**src/rtl/control_sequencer_if.sv**
```systemverilog
// Control bundle between the hardwired sequencer and the 32-bit CPU datapath.
// The master side is the sequencer; the slave side is the datapath and memory.
interface control_sequencer_if;
    logic [31:0] ir;
    logic        mem_ready;
    logic [15:0] reg_in;
    logic [15:0] reg_out;
    logic        PCout;
    logic        MARin;
    logic        IncPC;
    logic        IRin;
    logic        MDRin;
    logic        MDRread;
    logic        MDRout;
    logic        Yin;
    logic        Zin;
    logic        Zlowout;
    logic        Zhighout;
    logic        HIin;
    logic        HIout;
    logic        LOin;
    logic        LOout;
    logic        Cout;
    logic [3:0]  ALUselect;
    logic        mem_read;
    logic        mem_write;
    logic        halted;
    logic        illegal;

    modport master (
        input  ir, mem_ready,
        output reg_in, reg_out, PCout, MARin, IncPC, IRin, MDRin, MDRread, MDRout,
               Yin, Zin, Zlowout, Zhighout, HIin, HIout, LOin, LOout, Cout,
               ALUselect, mem_read, mem_write, halted, illegal
    );

    modport slave (
        output ir, mem_ready,
        input  reg_in, reg_out, PCout, MARin, IncPC, IRin, MDRin, MDRread, MDRout,
               Yin, Zin, Zlowout, Zhighout, HIin, HIout, LOin, LOout, Cout,
               ALUselect, mem_read, mem_write, halted, illegal
    );
endinterface

```
**src/rtl/control_sequencer.sv**
```systemverilog
// Hardwired control unit: fetch/decode/execute step counter whose outputs are a
// combinational decode of (state, ir), with ready-handshaked memory steps.
module control_sequencer (
    input  logic                       clock,
    input  logic                       clear,
    control_sequencer_if.master        bus
);

    typedef enum logic [3:0] {
        S_RST, S_T0, S_T1, S_T2, S_T3, S_T4, S_T5, S_T6, S_T7, S_WAIT, S_HALT
    } state_t;

    typedef enum logic [4:0] {
        OP_LD   = 5'b00000, OP_LDI, OP_ST, OP_ADD, OP_SUB, OP_AND, OP_OR, OP_ROR,
        OP_ROL, OP_SHR, OP_SHRA, OP_SHL, OP_ADDI, OP_ANDI, OP_ORI, OP_MUL, OP_DIV,
        OP_NEG, OP_NOT,
        OP_MFHI = 5'b11000, OP_MFLO, OP_NOP, OP_HALT
    } opcode_e;

    state_t      state, state_nx;
    logic        illegal_q;
    logic [4:0]  op;
    logic [15:0] sel_ra, sel_rb, sel_rc;
    logic        is_alu, is_imm, is_mem, is_muldiv, is_unary, is_move, is_legal;
    logic [3:0]  alu_code;

    assign op     = bus.ir[31:27];
    assign sel_ra = 16'd1 << bus.ir[26:23];
    assign sel_rb = 16'd1 << bus.ir[22:19];
    assign sel_rc = 16'd1 << bus.ir[18:15];

    assign is_alu    = (op >= OP_ADD) && (op <= OP_SHL);
    assign is_imm    = op inside {OP_ADDI, OP_ANDI, OP_ORI};
    assign is_mem    = op inside {OP_LD, OP_LDI, OP_ST};
    assign is_muldiv = op inside {OP_MUL, OP_DIV};
    assign is_unary  = op inside {OP_NEG, OP_NOT};
    assign is_move   = op inside {OP_MFHI, OP_MFLO};
    assign is_legal  = is_alu || is_imm || is_mem || is_muldiv || is_unary || is_move
                       || (op == OP_NOP) || (op == OP_HALT);

    // Register ALU opcodes are laid out in the same order as the ALU op codes.
    always_comb begin
        alu_code = 4'd0;
        if (is_alu)              alu_code = 4'(op - OP_ADD);
        else if (op == OP_ANDI)  alu_code = 4'd2;
        else if (op == OP_ORI)   alu_code = 4'd3;
        else if (op == OP_MUL)   alu_code = 4'd9;
        else if (op == OP_DIV)   alu_code = 4'd10;
        else if (op == OP_NEG)   alu_code = 4'd11;
        else if (op == OP_NOT)   alu_code = 4'd12;
    end

    always_ff @(posedge clock or negedge clear) begin
        // NOTE: sequential state uses non-blocking assignments so every flop
        // samples pre-edge values regardless of statement order.
        if (!clear) begin
            state     <= S_RST;
            illegal_q <= 1'b0;
        end else begin
            state <= state_nx;
            if (state == S_T2 && !is_legal)
                illegal_q <= 1'b1;
        end
    end

    assign bus.illegal = illegal_q;

    always_comb begin
        // NOTE: every output gets a default before the case, so no path can
        // leave one unassigned and infer a latch.
        state_nx      = state;
        bus.reg_in    = '0;
        bus.reg_out   = '0;
        bus.PCout     = 1'b0;
        bus.MARin     = 1'b0;
        bus.IncPC     = 1'b0;
        bus.IRin      = 1'b0;
        bus.MDRin     = 1'b0;
        bus.MDRread   = 1'b0;
        bus.MDRout    = 1'b0;
        bus.Yin       = 1'b0;
        bus.Zin       = 1'b0;
        bus.Zlowout   = 1'b0;
        bus.Zhighout  = 1'b0;
        bus.HIin      = 1'b0;
        bus.HIout     = 1'b0;
        bus.LOin      = 1'b0;
        bus.LOout     = 1'b0;
        bus.Cout      = 1'b0;
        bus.ALUselect = 4'd0;
        bus.mem_read  = 1'b0;
        bus.mem_write = 1'b0;
        bus.halted    = 1'b0;

        case (state)
            S_RST: state_nx = S_T0;
            S_T0: begin
                bus.PCout = 1'b1;
                bus.MARin = 1'b1;
                bus.IncPC = 1'b1;
                state_nx  = S_T1;
            end
            S_T1: begin
                bus.mem_read = 1'b1;
                bus.MDRread  = 1'b1;
                bus.MDRin    = bus.mem_ready;
                if (bus.mem_ready) state_nx = S_T2;
            end
            S_T2: begin
                bus.MDRout = 1'b1;
                bus.IRin   = 1'b1;
                if (op == OP_NOP)                     state_nx = S_T0;
                else if (op == OP_HALT || !is_legal)  state_nx = S_HALT;
                else                                  state_nx = S_T3;
            end
            S_T3: begin
                state_nx = S_T4;
                if (is_move) begin
                    bus.reg_in = sel_ra;
                    bus.HIout  = (op == OP_MFHI);
                    bus.LOout  = (op == OP_MFLO);
                    state_nx   = S_T0;
                end else if (is_unary) begin
                    bus.reg_out   = sel_rb;
                    bus.ALUselect = alu_code;
                    bus.Zin       = 1'b1;
                end else begin
                    bus.reg_out = is_muldiv ? sel_ra : sel_rb;
                    bus.Yin     = 1'b1;
                end
            end
            S_T4: begin
                state_nx = S_T5;
                if (is_unary) begin
                    bus.Zlowout = 1'b1;
                    bus.reg_in  = sel_ra;
                    state_nx    = S_T0;
                end else begin
                    // Immediate and address forms take the second operand from C.
                    bus.ALUselect = alu_code;
                    bus.Zin       = 1'b1;
                    if (is_muldiv)    bus.reg_out = sel_rb;
                    else if (is_alu)  bus.reg_out = sel_rc;
                    else              bus.Cout    = 1'b1;
                end
            end
            S_T5: begin
                bus.Zlowout = 1'b1;
                state_nx    = S_T0;
                if (is_muldiv) begin
                    bus.LOin = 1'b1;
                    state_nx = S_T6;
                end else if (op == OP_LD || op == OP_ST) begin
                    bus.MARin = 1'b1;
                    state_nx  = S_T6;
                end else begin
                    bus.reg_in = sel_ra;
                end
            end
            S_T6: begin
                state_nx = S_T0;
                if (op == OP_LD) begin
                    bus.mem_read = 1'b1;
                    bus.MDRread  = 1'b1;
                    bus.MDRin    = bus.mem_ready;
                    state_nx     = bus.mem_ready ? S_T7 : S_T6;
                end else if (op == OP_ST) begin
                    bus.reg_out = sel_ra;
                    bus.MDRin   = 1'b1;
                    state_nx    = S_T7;
                end else begin
                    bus.Zhighout = 1'b1;
                    bus.HIin     = 1'b1;
                end
            end
            S_T7: begin
                state_nx = S_T0;
                if (op == OP_ST) begin
                    bus.mem_write = 1'b1;
                    if (!bus.mem_ready) state_nx = S_T7;
                end else begin
                    bus.MDRout = 1'b1;
                    bus.reg_in = sel_ra;
                end
            end
            S_HALT: bus.halted = 1'b1;
            // Wait cycles are absorbed by holding T1/T6/T7; WAIT and unused
            // encodings recover to a fresh fetch.
            default: state_nx = S_T0;
        endcase
    end

endmodule

```
**src/flat_wrapper.sv**
```systemverilog
// flat-port wrapper written by rule: the top's interface ports become plain ports
module control_sequencer_flat 
  (clock, clear, bus_ir, bus_mem_ready, bus_reg_in, bus_reg_out, bus_PCout, bus_MARin, bus_IncPC, bus_IRin, bus_MDRin, bus_MDRread, bus_MDRout, bus_Yin, bus_Zin, bus_Zlowout, bus_Zhighout, bus_HIin, bus_HIout, bus_LOin, bus_LOout, bus_Cout, bus_ALUselect, bus_mem_read, bus_mem_write, bus_halted, bus_illegal);
  control_sequencer_if bus_i ();
  input  logic clock;
  input  logic clear;
  input wire logic [$bits(bus_i.ir)-1:0] bus_ir;
  input wire logic [$bits(bus_i.mem_ready)-1:0] bus_mem_ready;
  output wire logic [$bits(bus_i.reg_in)-1:0] bus_reg_in;
  output wire logic [$bits(bus_i.reg_out)-1:0] bus_reg_out;
  output wire logic [$bits(bus_i.PCout)-1:0] bus_PCout;
  output wire logic [$bits(bus_i.MARin)-1:0] bus_MARin;
  output wire logic [$bits(bus_i.IncPC)-1:0] bus_IncPC;
  output wire logic [$bits(bus_i.IRin)-1:0] bus_IRin;
  output wire logic [$bits(bus_i.MDRin)-1:0] bus_MDRin;
  output wire logic [$bits(bus_i.MDRread)-1:0] bus_MDRread;
  output wire logic [$bits(bus_i.MDRout)-1:0] bus_MDRout;
  output wire logic [$bits(bus_i.Yin)-1:0] bus_Yin;
  output wire logic [$bits(bus_i.Zin)-1:0] bus_Zin;
  output wire logic [$bits(bus_i.Zlowout)-1:0] bus_Zlowout;
  output wire logic [$bits(bus_i.Zhighout)-1:0] bus_Zhighout;
  output wire logic [$bits(bus_i.HIin)-1:0] bus_HIin;
  output wire logic [$bits(bus_i.HIout)-1:0] bus_HIout;
  output wire logic [$bits(bus_i.LOin)-1:0] bus_LOin;
  output wire logic [$bits(bus_i.LOout)-1:0] bus_LOout;
  output wire logic [$bits(bus_i.Cout)-1:0] bus_Cout;
  output wire logic [$bits(bus_i.ALUselect)-1:0] bus_ALUselect;
  output wire logic [$bits(bus_i.mem_read)-1:0] bus_mem_read;
  output wire logic [$bits(bus_i.mem_write)-1:0] bus_mem_write;
  output wire logic [$bits(bus_i.halted)-1:0] bus_halted;
  output wire logic [$bits(bus_i.illegal)-1:0] bus_illegal;
  assign bus_i.ir = bus_ir;
  assign bus_i.mem_ready = bus_mem_ready;
  assign bus_reg_in = bus_i.reg_in;
  assign bus_reg_out = bus_i.reg_out;
  assign bus_PCout = bus_i.PCout;
  assign bus_MARin = bus_i.MARin;
  assign bus_IncPC = bus_i.IncPC;
  assign bus_IRin = bus_i.IRin;
  assign bus_MDRin = bus_i.MDRin;
  assign bus_MDRread = bus_i.MDRread;
  assign bus_MDRout = bus_i.MDRout;
  assign bus_Yin = bus_i.Yin;
  assign bus_Zin = bus_i.Zin;
  assign bus_Zlowout = bus_i.Zlowout;
  assign bus_Zhighout = bus_i.Zhighout;
  assign bus_HIin = bus_i.HIin;
  assign bus_HIout = bus_i.HIout;
  assign bus_LOin = bus_i.LOin;
  assign bus_LOout = bus_i.LOout;
  assign bus_Cout = bus_i.Cout;
  assign bus_ALUselect = bus_i.ALUselect;
  assign bus_mem_read = bus_i.mem_read;
  assign bus_mem_write = bus_i.mem_write;
  assign bus_halted = bus_i.halted;
  assign bus_illegal = bus_i.illegal;
  control_sequencer u_core (.clock(clock), .clear(clear), .bus(bus_i));
endmodule
```
**config.mk**
```make
export PLATFORM = sky130hd
export DESIGN_NAME = control_sequencer_flat
export DESIGN_NICKNAME = d
export VERILOG_FILES = /design/src/rtl/control_sequencer_if.sv /design/src/rtl/control_sequencer.sv /design/src/flat_wrapper.sv
export SDC_FILE = /design/constraint.sdc
export NUM_CORES = 1
export LEC_CHECK = 0
export BUFFER_PORTS_ARGS = -buffer_cell sky130_fd_sc_hd__buf_2
export CORE_ASPECT_RATIO = 1.75
export CORE_MARGIN = 2
export CORE_UTILIZATION = 40
export DETAILED_ROUTE_END_ITERATION = 8
export GPL_TIMING_DRIVEN = 0
export PLACE_DENSITY = 0.73
export SLEW_MARGIN = 20
export SYNTH_ARGS = -nofsm -noshare
export SYNTH_HDL_FRONTEND = slang
export SYNTH_SLANG_ARGS = --single-unit
```
**constraint.sdc**
```tcl
create_clock -name clock -period 2.1 [get_ports clock]
set_clock_uncertainty 0.2 [all_clocks]
set_input_delay 0.105 -clock clock [delete_from_list [all_inputs] [get_ports clock]]
set_output_delay 0.105 -clock clock [all_outputs]
set_load 0.005 [all_outputs]
```
# == Yosys cells after proc, flatten, opt, wreduce, memory -nomap -nowiden ==
# Cells that the tools add are included.
# word_totals
out_inout_bits,56
ff_bits,5
word_cells,123
# classes
add_sub_neg,1
n_bitwise,1
reduce_logical,19
n_shift,3
n_eq_ne,23
n_mux,72
order_cmp,2
# op_table
cell,count
$mux 16,13
$mux 4,19
$pmux 16 s4,1
$pmux 16 s3,1
$shl 1x4->16 const A,3
$pmux 4 s9,1
$eq 5x5->1 const B,7
$mux 1,27
$eq 5x4->1 const B,4
$eq 4x3->1 const B,4
$pmux 1 s2,6
$logic_or 1x1->1,9
$mux 3,3
$eq 4x2->1 const B,2
$eq 4x4->1 const B,2
$pmux 4 s2,1
$reduce_bool 2->1,3
$reduce_bool 3->1,2
$eq 5x1->1 const B,1
$eq 5x2->1 const B,1
$ge 5x2->1 const B,1
$le 5x4->1 const B,1
$logic_not 5->1,1
$eq 4x1->1 const B,1
6 further kinds,7

# == Logic depth before layout (Yosys ltp) ==
# Gate-level depths: netlist (run 1).
# depth
depth_word,14
mapped_depth,9
depth_no_buf,7

# == Worst setup path before layout (run 1) ==
# No wires, ideal clock.
# synth_timing
kind,register to output
start,register u_core.state[3]
end,output bus_reg_out[12]
slack_ps,76
required_ps,1795
path_buffers,1
path_stages_with_launch,7
arrival_ps,1719
path_cell_list,dfrtp_1 -> buf_2 -> nand2b_4 -> or3b_2 -> nor4_2 -> a32oi_1 -> o21ai_1
# synth_between
elab_chain_cells,2
word_cells_on_any_way,4
# synth_rtl
element,line,text
"start, declared",control_sequencer.sv:20,"state_t state, state_nx;"
"start signal, assigned",control_sequencer.sv:60,state <= state_nx;
$eq 4x3->1,control_sequencer.sv:95,case (state)
$pmux 16 s3 *,control_sequencer.sv:95,
"end, declared",flat_wrapper.sv:10,output wire logic [$bits(bus_i.reg_out)-1:0] bus_reg_out;
# Mark *: on every way between the ends. The rest lies on a longest branch, timed or not.

# == Final worst setup path (run 1) ==
# Same ends and word-level chain as after synthesis.

==> impl_metrics.py, run 1 <==
metrics = {
    "logic_synthesis": {
        "synth_edf_count": 0,
        "netlist-cell-type-count": 58,
        "ys_seq_area_frac": 0.0747,
        "synth_warnings": 0,
        "avgSynthCellArea_um2": 6.46,
        "synth.area.mux_share": 0,
        "netlist_area_um2": 1670,
        "synth_cells": 259,
        "yosys.area_share.adder": 0.0299,
        "synth_xor_xnor_area_share": 0.0157,
        "synth-seq-cells": 5,
        "yosys.area_share.simple": 0.507,
        "async_flop_share": 1.00,
        "synth_compound_area_frac": 0.299,
        "synth_top_family_by_area": "simple AND/OR/NAND/NOR gates",
        "synthFlopType": "dfrtp_1",
        "syn-num-nets": 298,
    },
    "final_layout": {
        "num_antenna_cells": 0,
        "area_growth_pct": 59.0,
        "nets": 403,
        "drive_gt1_frac": 0.493,
        "final_util": 0.654,
    },
    "status": {
        "status": "finished with violations",
        "violations": "setup timing",
    },
    "setup_path": {
        "crit_arrival_ns": 2.10,
        "critPathRequiredTime_ns": 1.79,
        "ff2ff_path_depth": 7,
        "timing.rr.end": "u_core.state[1]$_DFFE_PN0P_",
        "cp_max_fo": 5,
        "endpoint": "bus_reg_out[12]",
        "criticalPathCategory": "register to primary output",
        "end_kind": "primary output",
        "reg2reg_from": "u_core.state[3]$_DFFE_PN0P_",
        "startpoint": "u_core.state[3]$_DFFE_PN0P_",
        "r2r_setup_slack_ns": 0.19,
        "worstSetupStartpointType": "register",
    },
    "global_routing": {
        "first_global_vias": 2369,
        "grtUsageTotal": 0.308,
        "grt_antenna_before_repair": 0,
        "grt_max_degree": 11,
        "grt_pass1_wl_mm": 11.0,
        "gr-total-overflow": 0,
    },
    "sta": {
        "fin_crit_sh": 1.14,
        "setup_violations": 36,
        "relSlewSlack": 0.678,
        "tns_ns": -6.15,
        "period_needed_ns": 2.40,
        "fmax_mhz": 417,
        "slew_viol_final": 0,
        "tightest_slew_ns": 0.484,
        "hold_ws_ns": 0.0328,
        "finalHoldViolations": 0,
        "rsz0062_at_grt": "true",
        "worst_slack_ns": -0.301,
    },
    "floorplanning": {
        "start_util": 0.411,
        "dieArea_um2": 4740,
        "die_w_um": 52.9,
        "rows": 31,
        "die_y_um": 89.6,
        "num_io_pins": 91,
        "core_area_um2": 4070,
    },
    "hold_path": {
        "holdCritPathClass": "input port to async pin",
    },
    "route": {
        "wl_per_cell_um": 17.5,
        "wl_mm": 7.23,
        "drt_iter0_markers": 131,
        "vias": 2488,
        "routed_via_density": 6.04,
        "antenna_left": 0,
        "drc_errors": 0,
        "drt-pass1-iter-count": 4,
    },
    "cts": {
        "clock_latency_ns": 0.22,
        "cts_buffer_depth": 2,
        "clk_pin_slew_ns": 0.04,
        "cts_buffers": 3,
        "cts-htree-levels": 1,
        "cts-root-buf": "clkbuf_8",
        "cts_tree": "yes",
        "cts.sink_count": 5,
    },
    "power_and_ir_drop": {
        "pwr-share-comb": 0.757,
        "p_leak_nw": 1.21,
        "sw_frac_of_total": 0.468,
        "intPower_mw": 0.818,
        "p_sw_mw": 0.718,
        "p_seq_frac": 0.125,
        "pwr-share-clk": 0.118,
        "p_per_area_nw_per_um2": 577,
        "irDropWorstVdd_mv": 0.551,
        "power_mw": 1.54,
    },
    "flow_run": {
        "drv_cap": 0,
    },
    "placed_design": {
        "globalplace.congestion": 0.943,
        "pre_cts_slack_ns": -0.514,
        "io_buffers": 73,
        "post-dp-hpwl_mm": 5.15,
    },
}
==> worst min path at each step <==
| stage | from | to | cells after the start |
|---|---|---|---|
| floorplan | clear | u_core.bus.illegal$_DFFE_PN0P_ | 0 |
| global placement | clear | u_core.bus.illegal$_DFFE_PN0P_ | 1 |
| detailed placement | clear | u_core.state[2]$_DFFE_PN0P_ | 1 |
| CTS | clear | u_core.bus.illegal$_DFFE_PN0P_ | 2 |
| global route | clear | u_core.bus.illegal$_DFFE_PN0P_ | 2 |
| finish | clear | u_core.state[3]$_DFFE_PN0P_ | 2 |
==> cell usage after synthesis (all sizes together) (6+ instances only) <==
master / number / area (um^2)
nor2: 40 / 158
nand2: 29 / 109
nor3: 15 / 75.1
o21ai: 14 / 70.1
nand2b: 13 / 88.8
buf: 11 / 62.6
nand3: 10 / 50.1
nor2b: 10 / 62.6
nor4: 10 / 75.1
a21oi: 8 / 40.0
clkbuf: 8 / 30.0
inv: 8 / 30.0
o211ai: 8 / 60.1
a32oi: 6 / 52.6
==> layout by cell type (no fill, tap or decap), types with 3 or more instances in the layout <==
cell type | synthesis | layout
nor3_2 | 0 | 6
inv_1 | 8 | 8
nor4_4 | 0 | 3
and3_1 | 5 | 5
clkbuf_8 | 0 | 3
a32oi_2 | 0 | 4
nor2_1 | 39 | 32
o21ai_1 | 4 | 3
clkbuf_1 | 8 | 5
nand3_1 | 10 | 8
nor2_2 | 0 | 7
dfrtp_2 | 0 | 3
buf_4 | 3 | 25
ha_1 | 4 | 3
nor4_1 | 8 | 4
a21oi_1 | 8 | 7
o221ai_2 | 1 | 3
nor2b_1 | 10 | 10
o21ai_0 | 10 | 6
buf_6 | 0 | 10
o211ai_1 | 8 | 8
nor3_1 | 15 | 9
a31oi_1 | 5 | 5
o21ai_2 | 0 | 3
nand4_1 | 4 | 4
nand2b_1 | 12 | 12
nor4_2 | 2 | 3
buf_2 | 8 | 77
nand2_1 | 29 | 28
==> stage by stage <==
stage | area, um^2 | instances
after floorplan | 1670 | 259
after global placement | 2100 | 381
after detailed placement | 2100 | 381
after CTS | 2580 | 410
after global routing | 2660 | 412
final | 2660 | 412
==> critical path: stages (launching register included) <==
cell and delay, ns:
dfrtp_1 0.41, buf_6 0.15, nand2b_4 0.14, or3b_4 0.41, nor4_4 0.24, a32oi_1 0.22
o21ai_1 0.16, buf_2 0.14
==> power by group through the flow <==
stage / Clock (mW) / Sequential, mW / Combinational [mW]
final: 0.181 / 0.192 / 1.16
after global routing: 0.189 / 0.197 / 1.27
after CTS: 0.182 / 0.189 / 1.09
after detailed placement: 0 / 0.201 / 0.795
after global placement: 0 / 0.198 / 0.791
after floorplan: 0 / 0.182 / 0.541
==> layer usage <==
layer | wire length [um] | vias up | GRT usage
met2 | 3840 | 126 | 0.569
li1 | - | 1172 | -
met3 | 324 | 40 | 0.0331
met1 | 2510 | 1150 | 0.301
met5 | 0 | - | 0
met4 | 564 | 0 | 0.235
==> registers in the layout, summed over array words and instances (netlist names) <==
name	cells
u_core.bus.illegal	1
u_core.state	4
==> logic make-up after synthesis <==
family,after synthesis
adders and majority gates,4
AOI/OAI and AO/OA,66
xor gates and xnor gates,3
DFF,5
buffers and inverters,27
and+or+nand+nor,154
==> layout make-up <==
cell class / count / area [um^2]
plain buffers: 18 / 123
inverters: 8 / 30.0
flip-flops and latches: 5 / 129
repair buffers: 101 / 601
well taps: 49 / 61.3
multi-input cells: 227 / 1670
fillers: 365 / 1410
clock buffers: 4 / 45.0
==> what timing repair did <==
action / 4_1_cts / 5_1_grt
resized for setup: 62 / 18
hold buffers: 1 / 0
cloned: 2 / 0
hold endpoints to repair: 5 / 0
setup buffers: 22 / 3
pin swaps: 28 / 9
setup endpoints to repair: 42 / 41
Note: power is estimated with default switching activity, not from simulation.
==> inputs of run 2 (changes only) <==
--- a/config.mk
+++ b/config.mk
@@ -5,13 +5,13 @@
 export SDC_FILE = /design/constraint.sdc
 export NUM_CORES = 1
 export LEC_CHECK = 0
-export BUFFER_PORTS_ARGS = -buffer_cell sky130_fd_sc_hd__buf_2
 export CORE_ASPECT_RATIO = 1.75
 export CORE_MARGIN = 2
-export CORE_UTILIZATION = 40
+export CORE_UTILIZATION = 30
 export DETAILED_ROUTE_END_ITERATION = 8
+export DONT_BUFFER_PORTS = 1
 export GPL_TIMING_DRIVEN = 0
-export PLACE_DENSITY = 0.73
+export PLACE_DENSITY = 0.42
 export SLEW_MARGIN = 20
 export SYNTH_ARGS = -nofsm -noshare
 export SYNTH_HDL_FRONTEND = slang
==> impl_metrics.py, run 2 (same netlist as run 1, synthesis figures left out) <==
metrics = {
    "cts": {
        "cts_tree": "yes",
        "cts-htree-levels": 1,
        "clock_latency_ns": 0.22,
        "cts-root-buf": "clkbuf_8",
        "cts_buffer_depth": 2,
        "cts_buffers": 3,
        "clk_pin_slew_ns": 0.03,
        "cts.sink_count": 5,
    },
    "power_and_ir_drop": {
        "irDropWorstVdd_mv": 0.295,
        "p_per_area_nw_per_um2": 591,
        "p_seq_frac": 0.140,
        "pwr-share-comb": 0.739,
        "p_leak_nw": 0.868,
        "p_sw_mw": 0.708,
        "intPower_mw": 0.736,
        "sw_frac_of_total": 0.490,
        "pwr-share-clk": 0.120,
    },
    "route": {
        "drt_iter0_markers": 84,
        "wl_mm": 7.09,
        "drt-pass1-iter-count": 4,
        "drc_errors": 0,
        "routed_via_density": 5.89,
        "vias": 2133,
        "wl_per_cell_um": 19.6,
        "antenna_left": 0,
    },
    "final_layout": {
        "final_cells": 362,
        "num_antenna_cells": 0,
        "final_common_cell": "nand2_1",
        "largest_register_ffs": 4,
        "drive_gt1_frac": 0.332,
        "top_register": "u_core.state",
        "post-route-cell-area_um2": 2440,
        "final_cell_mix": "nand2_1, nor2_1, buf_4",
        "area_growth_pct": 46.0,
        "nets": 326,
    },
    "status": {
        "status": "finished with violations",
        "violations": "setup timing",
    },
    "flow_run": {
        "drv_cap": 0,
    },
    "placed_design": {
        "place_inst": 335,
        "pre_cts_slack_ns": -0.391,
        "io_buffers": 0,
        "post-dp-hpwl_mm": 5.46,
        "place_area_um2": 1770,
        "globalplace.congestion": 0.831,
    },
    "setup_path": {
        "timing.rr.end": "u_core.state[1]$_DFFE_PN0P_",
        "cp_cell_sequence": "buf_6 -> or4b_4 -> nor3_4 -> a31oi_1 -> o21a_4 -> buf_12 -> nor3_4",
        "worstSetupStartpointType": "register",
        "critPathRequiredTime_ns": 1.79,
        "criticalPathCategory": "register to primary output",
        "endpoint": "bus_reg_in[12]",
        "ff2ff_path_depth": 8,
        "startpoint": "u_core.state[3]$_DFFE_PN0P_",
        "cp_max_fo": 8,
        "crit_arrival_ns": 1.96,
        "slowest_stage": "or4b_4",
        "r2r_setup_slack_ns": 0.16,
        "end_kind": "primary output",
        "reg2reg_from": "u_core.state[3]$_DFFE_PN0P_",
        "critPathMaxStageDelay_ns": 0.50,
        "cpMostUsedCell": "nor3_4",
    },
    "floorplanning": {
        "dieArea_um2": 6220,
        "die_y_um": 103,
        "core_area_um2": 5500,
        "rows": 36,
        "start_util": 0.305,
        "die_w_um": 60.5,
        "num_io_pins": 91,
    },
    "global_routing": {
        "grtUsageTotal": 0.222,
        "grt_pass1_wl_mm": 10.5,
        "grt_max_degree": 11,
        "grt_antenna_before_repair": 0,
        "first_global_vias": 2141,
        "gr-total-overflow": 0,
    },
    "sta": {
        "setup_violations": 32,
        "slew_viol_final": 0,
        "rsz0062_at_grt": "true",
        "finalHoldViolations": 0,
        "fin_crit_sh": 1.08,
        "fmax_mhz": 442,
        "worst_slack_ns": -0.164,
        "period_needed_ns": 2.26,
        "relSlewSlack": 0.535,
        "tightest_slew_ns": 0.697,
    },
    "hold_path": {
        "hp-start": "bus_ir[23]",
        "holdCritPathClass": "input port to primary output",
    },
}
[run 2: cell types whose count changed in the layout (fill, tap and decap cells not counted), moves of 3 or more]
cell / before / now
buf_2: 77 / 4
buf_4: 25 / 16
nor2_4: 1 / 8
nor3_4: 0 / 6
nor2_1: 32 / 27
nor3_2: 6 / 1
a32oi_1: 2 / 6
a32oi_2: 4 / 0
dlygate4sd3_1: 1 / 4
nor4_2: 3 / 0
nor4_4: 3 / 6
[run 2: critical path, delay by kind of cell (launching register included)]
kind                   cells  cell delay [ns]
flip-flops                 1             0.39
AND/OR/NAND/NOR            3             0.77
buffers and inverters      2             0.30
AO/OA/AOI/OAI              2             0.28
[run 2: layer usage]
metal	vias to the layer above	routed length, um	track usage
met5	-	0	0
met4	0	303	0.115
met3	25	375	0.0389
met2	89	4060	0.424
met1	995	2350	0.216
li1	1024	-	-
[run 2: stage by stage]
step	utilization	hold WS [ns]	total power, mW	TNS (ns)
floorplan	-	-0.391	0.724	0
global placement	0.322	-0.390	0.904	-7.95
detailed placement	0.322	-0.390	0.897	-7.29
CTS	0.400	0.0360	1.31	-5.03
global route	0.445	0.0359	1.56	-6.42
finish	0.445	0.0329	1.44	-3.19
[run 2: worst min path at each step]
stage	endpoint	depth (start not counted)
5_1_grt	bus_reg_in[2]	1
2_1_floorplan	u_core.bus.illegal$_DFFE_PN0P_	0
6_report	bus_reg_in[2]	1
3_3_place_gp	u_core.bus.illegal$_DFFE_PN0P_	0
3_5_place_dp	u_core.bus.illegal$_DFFE_PN0P_	0
4_1_cts	bus_reg_in[2]	1
[run 2: final cells by class]
class | count | area (um^2)
fillers | 605 | 3050
multi-input cells | 227 | 1800
repair buffers | 23 | 223
flip-flops and latches | 5 | 129
plain buffers | 19 | 125
well taps | 76 | 95.1
clock buffers | 4 | 45.0
inverters | 8 | 30.0
[run 2: timing repair]
action                                  in CTS  in global routing
hold endpoints to repair                     7                  0
endpoints found under the setup margin      41                 44
pin swaps                                   13                 23
hold buffers                                 4                  0
gates resized for setup                     56                 40
setup buffers                               12                  5
gates cloned                                 0                  2
[run 2: power by group through the flow]
stage / Sequential [mW] / Combinational, mW / Clock [mW]
2_1_floorplan: 0.182 / 0.541 / 0
3_3_place_gp: 0.206 / 0.698 / 0
3_5_place_dp: 0.206 / 0.692 / 0
4_1_cts: 0.199 / 0.938 / 0.178
5_1_grt: 0.208 / 1.16 / 0.189
6_report: 0.203 / 1.07 / 0.174
